**src/rtl/traffic_pkg.sv**
```systemverilog
// Shared definitions for the four-approach traffic phase controller:
// light codes, controller states, class limits and lane count.
package traffic_pkg;

    typedef enum logic [1:0] {
        LIGHT_RED    = 2'd0,
        LIGHT_YELLOW = 2'd1,
        LIGHT_GREEN  = 2'd2
    } light_t;

    typedef enum logic [1:0] {
        ST_GREEN,
        ST_YELLOW,
        ST_ALLRED,
        ST_EGREEN
    } state_t;

    localparam int unsigned CLASS_MIN = 1;
    localparam int unsigned CLASS_MAX = 26;
    localparam int unsigned NUM_LANES = 4;

    function automatic logic in_range(input logic [5:0] v, input int unsigned lo,
                                      input int unsigned hi);
        return (32'(v) >= lo) && (32'(v) <= hi);
    endfunction

endpackage

```
**src/rtl/phase_timer.sv**
```systemverilog
// 8-bit down-counter for phase durations; done is high while the count is zero.
module phase_timer #(
    parameter logic [7:0] RST_VAL = '0
) (
    input  logic       clk,
    input  logic       rst_n,
    input  logic       load,
    input  logic [7:0] load_val,
    output logic       done
);

    logic [7:0] count;

    always_ff @(posedge clk or negedge rst_n) begin
        if (!rst_n) begin
            count <= RST_VAL;
        end else if (load) begin
            count <= load_val;
        end else if (count != '0) begin
            count <= count - 8'd1;
        end
    end

    assign done = (count == '0);

endmodule

```
**src/rtl/traffic_phase_ctrl.sv**
```systemverilog
// Round-robin four-lane signal sequencer with emergency preemption driven by
// classifier results; all light/status outputs are registered.
module traffic_phase_ctrl
    import traffic_pkg::*;
#(
    parameter int unsigned GREEN_CYC  = 16,
    parameter int unsigned YELLOW_CYC = 4,
    parameter int unsigned ALLRED_CYC = 2,
    parameter int unsigned EMERG_CYC  = 24,
    parameter int unsigned EMERG_LO   = 25,
    parameter int unsigned EMERG_HI   = 26
) (
    input  logic       clk,
    input  logic       rst_n,
    input  logic       cls_valid,
    input  logic [5:0] cls_data,
    input  logic [1:0] cls_lane,
    output logic       cls_ready,
    output logic [7:0] lights,
    output logic [1:0] phase_lane,
    output logic       preempt_active,
    output logic [7:0] drop_cnt
);

    state_t     state, state_nxt;
    logic [1:0] cur_lane, cur_lane_nxt;
    logic [1:0] next_lane, next_lane_nxt;
    logic       pend_valid, pend_valid_nxt;
    logic [1:0] pend_lane, pend_lane_nxt;
    logic       pend_clear;
    logic       emerg_acc;
    logic       tmr_load;
    logic [7:0] tmr_load_val;
    logic       tmr_done;
    logic [7:0] lights_nxt;
    light_t     lane_code;

    // Results are always consumed so that emergencies arriving while one is
    // already pending can be counted as drops.
    assign cls_ready = 1'b1;
    assign emerg_acc = cls_valid && cls_ready && in_range(cls_data, EMERG_LO, EMERG_HI);

    phase_timer #(
        .RST_VAL(8'(ALLRED_CYC - 1))
    ) u_timer (
        .clk     (clk),
        .rst_n   (rst_n),
        .load    (tmr_load),
        .load_val(tmr_load_val),
        .done    (tmr_done)
    );

    always_ff @(posedge clk or negedge rst_n) begin
        if (!rst_n) begin
            state          <= ST_ALLRED;
            cur_lane       <= '0;
            next_lane      <= '0;
            pend_valid     <= 1'b0;
            pend_lane      <= '0;
            drop_cnt       <= '0;
            lights         <= '0;
            phase_lane     <= '0;
            preempt_active <= 1'b0;
        end else begin
            state          <= state_nxt;
            cur_lane       <= cur_lane_nxt;
            next_lane      <= next_lane_nxt;
            pend_valid     <= pend_valid_nxt;
            pend_lane      <= pend_lane_nxt;
            lights         <= lights_nxt;
            phase_lane     <= cur_lane_nxt;
            preempt_active <= (state_nxt == ST_EGREEN);
            if (emerg_acc && pend_valid && drop_cnt != 8'hFF) begin
                drop_cnt <= drop_cnt + 8'd1;
            end
        end
    end

    always_comb begin
        state_nxt     = state;
        cur_lane_nxt  = cur_lane;
        next_lane_nxt = next_lane;
        pend_clear    = 1'b0;
        tmr_load_val  = '0;
        lane_code     = LIGHT_RED;
        lights_nxt    = '0;

        // Decisions use the registered request; a same-cycle capture waits.
        case (state)
            ST_GREEN: begin
                if (pend_valid && pend_lane == cur_lane) begin
                    state_nxt  = ST_EGREEN;
                    pend_clear = 1'b1;
                end else if (pend_valid || tmr_done) begin
                    state_nxt = ST_YELLOW;
                end
            end
            ST_YELLOW: begin
                if (tmr_done) begin
                    state_nxt     = ST_ALLRED;
                    next_lane_nxt = pend_valid ? pend_lane : cur_lane + 2'd1;
                end
            end
            ST_ALLRED: begin
                if (tmr_done) begin
                    cur_lane_nxt = next_lane;
                    if (pend_valid && pend_lane == next_lane) begin
                        state_nxt  = ST_EGREEN;
                        pend_clear = 1'b1;
                    end else begin
                        state_nxt = ST_GREEN;
                    end
                end
            end
            ST_EGREEN: begin
                if (tmr_done) begin
                    state_nxt = ST_YELLOW;
                end
            end
            default: state_nxt = ST_ALLRED;
        endcase

        tmr_load = (state_nxt != state);
        case (state_nxt)
            ST_GREEN:  tmr_load_val = 8'(GREEN_CYC - 1);
            ST_YELLOW: tmr_load_val = 8'(YELLOW_CYC - 1);
            ST_ALLRED: tmr_load_val = 8'(ALLRED_CYC - 1);
            ST_EGREEN: tmr_load_val = 8'(EMERG_CYC - 1);
            default:   tmr_load_val = '0;
        endcase

        pend_valid_nxt = pend_valid;
        pend_lane_nxt  = pend_lane;
        if (pend_clear) begin
            pend_valid_nxt = 1'b0;
        end
        if (emerg_acc && !pend_valid) begin
            pend_valid_nxt = 1'b1;
            pend_lane_nxt  = cls_lane;
        end

        case (state_nxt)
            ST_GREEN, ST_EGREEN: lane_code = LIGHT_GREEN;
            ST_YELLOW:           lane_code = LIGHT_YELLOW;
            default:             lane_code = LIGHT_RED;
        endcase
        for (int unsigned n = 0; n < NUM_LANES; n++) begin
            lights_nxt[2*n +: 2] = (n == 32'(cur_lane_nxt)) ? lane_code : LIGHT_RED;
        end
    end

endmodule

```
**config.mk**
```make
export PLATFORM = sky130hd
export DESIGN_NAME = traffic_phase_ctrl
export DESIGN_NICKNAME = d
export VERILOG_FILES = /design/src/rtl/traffic_pkg.sv /design/src/rtl/phase_timer.sv /design/src/rtl/traffic_phase_ctrl.sv
export SDC_FILE = /design/constraint.sdc
export NUM_CORES = 1
export LEC_CHECK = 0
export BUFFER_PORTS_ARGS = -buffer_cell sky130_fd_sc_hd__buf_4
export CAP_MARGIN = 10
export CORE_ASPECT_RATIO = 0.9
export CORE_MARGIN = 2
export CORE_UTILIZATION = 40
export CTS_CLUSTER_DIAMETER = 120
export DETAILED_ROUTE_END_ITERATION = 7
export SLEW_MARGIN = 0
export SYNTH_ARGS = -nofsm -noshare
export SYNTH_HDL_FRONTEND = slang
export SYNTH_SLANG_ARGS = --single-unit
export TNS_END_PERCENT = 30
```
**constraint.sdc**
```tcl
create_clock -name clk -period 2.52 [get_ports clk]
set_clock_uncertainty 0.2 [all_clocks]
set_input_delay 0.63 -clock clk [delete_from_list [all_inputs] [get_ports clk]]
set_output_delay 0.63 -clock clk [all_outputs]
set_load 0.005 [all_outputs]
```
==> flow_summary.json <==
{
  "status": "finished, final reports clean",
  "diodes": 0,
  "path_buf_inv": 2,
  "power.static_leakage_nw": 1.10,
  "grt_setup_unrepaired": "false",
  "grt_overflow": 0,
  "grt_usage_pct": 15.2,
  "async_flop_share_pct": 100,
  "synth_nets": 173,
  "ys_seq_area_share_pct": 49.1,
  "drt-initial-drc-count": 58,
  "postRouteWirelength_um": 3330,
  "start_kind": "flop",
  "port_buffers": 29,
  "grt_max_degree": 35,
  "yosys_warnings": 0,
  "cp_max_fo": 5,
  "core_area_mm2": 0.00413,
  "ctsLongestPathBuffers": 2,
  "netlist_area_mm2": 0.00174,
  "final_cell_mix": "buf_4, dfrtp_1, nand2_1, nor2_1",
  "reg2reg_from": "u_timer.count[0]$_DFFE_PN1P_",
  "layout-drive-gt1-share_pct": 32.3,
  "dp_hpwl_um": 2550,
  "reg2regPathDepth": 8,
  "cts_tree": "built",
  "clkSlewWorstSetupHoldPaths_ps": 60,
  "dieArea_mm2": 0.00489,
  "synthCells": 155,
  "area_growth_pct": 26.8,
  "num_vias": 1271,
  "antenna_found_initial": 0,
  "max_freq_mhz": 424,
  "grt_pass1_wl_um": 5660,
  "final_hold_viol_count": 0,
  "clock_tree.root_cell": "clkbuf_8",
  "ant_nets": 0,
  "clock_latency_ps": 280,
  "cts_buffers": 5,
  "end_kind": "flop",
  "ys_seq_elements": 34,
  "post-place-ws_ps": 60.3,
  "setup_violations": 0,
  "ctsHoldBuffers": 0,
  "syn_avg_cell_area_um2": 11.2,
  "fin_crit_ps": 2360,
  "cp.depth": 8,
  "synth_ff_type": "dfrtp_1",
  "powerDensity_mw_per_mm2": 810,
  "critPathKind": "reg -> reg",
  "drc": 0,
  "hold_path_class": "in -> async",
  "rr_endpoint": "lights[6]$_DFF_PN0_",
  "synth.distinct_cells": 40,
  "cp_slowest_cell": "dfstp_2",
  "fin_ws_ps": 164,
  "worstSetupEndpoint": "lights[6]$_DFF_PN0_",
  "die_h_um": 66.6,
  "mostFrequentLayoutCell": "buf_4",
  "irDropWorstVdd_mv": 0.361,
  "drt_pass1_iterations": 4,
  "cts_sinks": 34,
  "start_util_pct": 42.1,
  "layout.nets": 218,
  "num_rows": 22,
  "critPathRequiredTime_ps": 2490,
  "rrSetupSlack_ps": 160,
  "n_fill_cell": 378,
  "die_w_um": 73.5,
  "worstPathArrival_ps": 2320,
  "grt_pass1_vias": 1251,
  "synth_edf_count": 0,
  "crit_path_start": "u_timer.count[0]$_DFFE_PN1P_",
  "setup_tns_ps": 0,
  "via_per_inst": 5.10,
  "io_pins": 31,
  "gp_congestion": 0.746,
  "fin_crit_sh_pct": 93.5,
  "critical-path-top-delay-family": "flip-flops",
  "htree_levels": 2,
  "drv_cap": 0,
  "slew_viol_final": 0,
  "wl_per_cell_um": 13.4,
  "cp_cell_sequence": "inv_1 > ha_1 > nor3b_4 > and2_1 > buf_4 > o311a_1 > ha_1 > and2_1",
  "crit_path_max_incr_delay_ps": 550
}
worst min path at each step:
stage,slack (ps),end,startpoint
floorplan,130,cur_lane[0]$_DFF_PN0_,rst_n
global placement,240,u_timer.count[0]$_DFFE_PN1P_,u_timer.count[0]$_DFFE_PN1P_
detailed placement,250,u_timer.count[0]$_DFFE_PN1P_,u_timer.count[0]$_DFFE_PN1P_
CTS,90,cur_lane[0]$_DFF_PN0_,rst_n
global route,110,lights[7]$_DFF_PN0_,rst_n
finish,90,cur_lane[0]$_DFF_PN0_,rst_n
repair_timing:
item                       CTS  global route
setup endpoints to repair    0            10
buffers inserted             0             0
resized for setup            0             4
area by class of cell:
class	count	area [µm²]	area share [%]
clock buffer	7	86.3	3.92
clock inverter	1	5.00	0.227
inverter	4	15.0	0.681
multi-input combinational	115	885	40.1
sequential	34	853	38.7
tap	48	60.1	2.72
timing repair buffer	40	300	13.6
cells by family (layout without fill, tap and decap cells):
group           Yosys count  in the layout  synth area share, %
compound gates           16             16                 6.04
xor+xnor                 16             16                 8.06
fa+ha+maj                 7              7                 5.04
buf+inv                   6             52                 1.51
flops                    34             34                 49.1
mux                      12             12                 7.55
other cells               1              1                0.216
simple gates             63             63                 22.5
synth_stat cells (2+ instances only):
library cell	count	area (µm²)
nand2_1	12	45.0
and2_1	7	43.8
a21oi_1	5	25.0
nor4_4	2	42.5
xnor2_1	8	70.1
mux2i_1	6	60.1
nand3_1	3	15.0
nor3_1	3	15.0
nor2b_1	3	18.8
nand4_1	3	18.8
inv_1	4	15.0
xor2_1	8	70.1
mux2_2	5	56.3
nor2_1	12	45.0
o21ai_0	3	15.0
nor3b_1	2	15.0
nor4_1	4	25.0
ha_1	7	87.6
dfstp_2	2	52.6
dfrtp_1	32	801
nand2b_1	4	25.0
a31oi_1	2	12.5
routing by layer:
layer | vias up | GRT usage (%) | share of wire (%)
met5 | - | 0 | 0
met4 | 0 | 5.00 | 0
met3 | 0 | 4.99 | 2.5
met2 | 15 | 22.8 | 48
met1 | 625 | 20.7 | 50
li1 | 631 | - | -
flip-flops by register name, summed over array words and instances (netlist names):
register	count
next_lane	2
lights	8
pend_valid	1
preempt_active	1
pend_lane	2
cur_lane	2
drop_cnt	8
u_timer.count	8
state	2
report_power, final:
group          leakage (nW)  internal (mW)  switching, mW
logic                 0.605          0.302          0.271
registers             0.451          0.664          0.149
clock network        0.0482          0.220          0.179
total                  1.10           1.19          0.599
stage by stage:
step                      cells  area (µm²)  hold slack (ps)  util (%)  total power, mW
after floorplan             155        1740              134         -             1.15
after global placement      241        2090              243      50.6             1.35
after detailed placement    241        2090              251      50.6             1.36
after CTS                   249        2180             94.8      52.8             1.78
after global routing        249        2200              113      53.4             1.94
final                       249        2200             85.6      53.4             1.79
worst reg2reg max path: cells and delay by family (launching register included):
| kind | cells | cell delay (ps) |
|---|---|---|
| adders and majority gates | 2 | 460 |
| buffers and inverters | 2 | 200 |
| AOI/OAI and AO/OA | 1 | 330 |
| DFF | 1 | 550 |
| and+or+nand+nor | 3 | 510 |
Power figures use the tool's default switching activity.
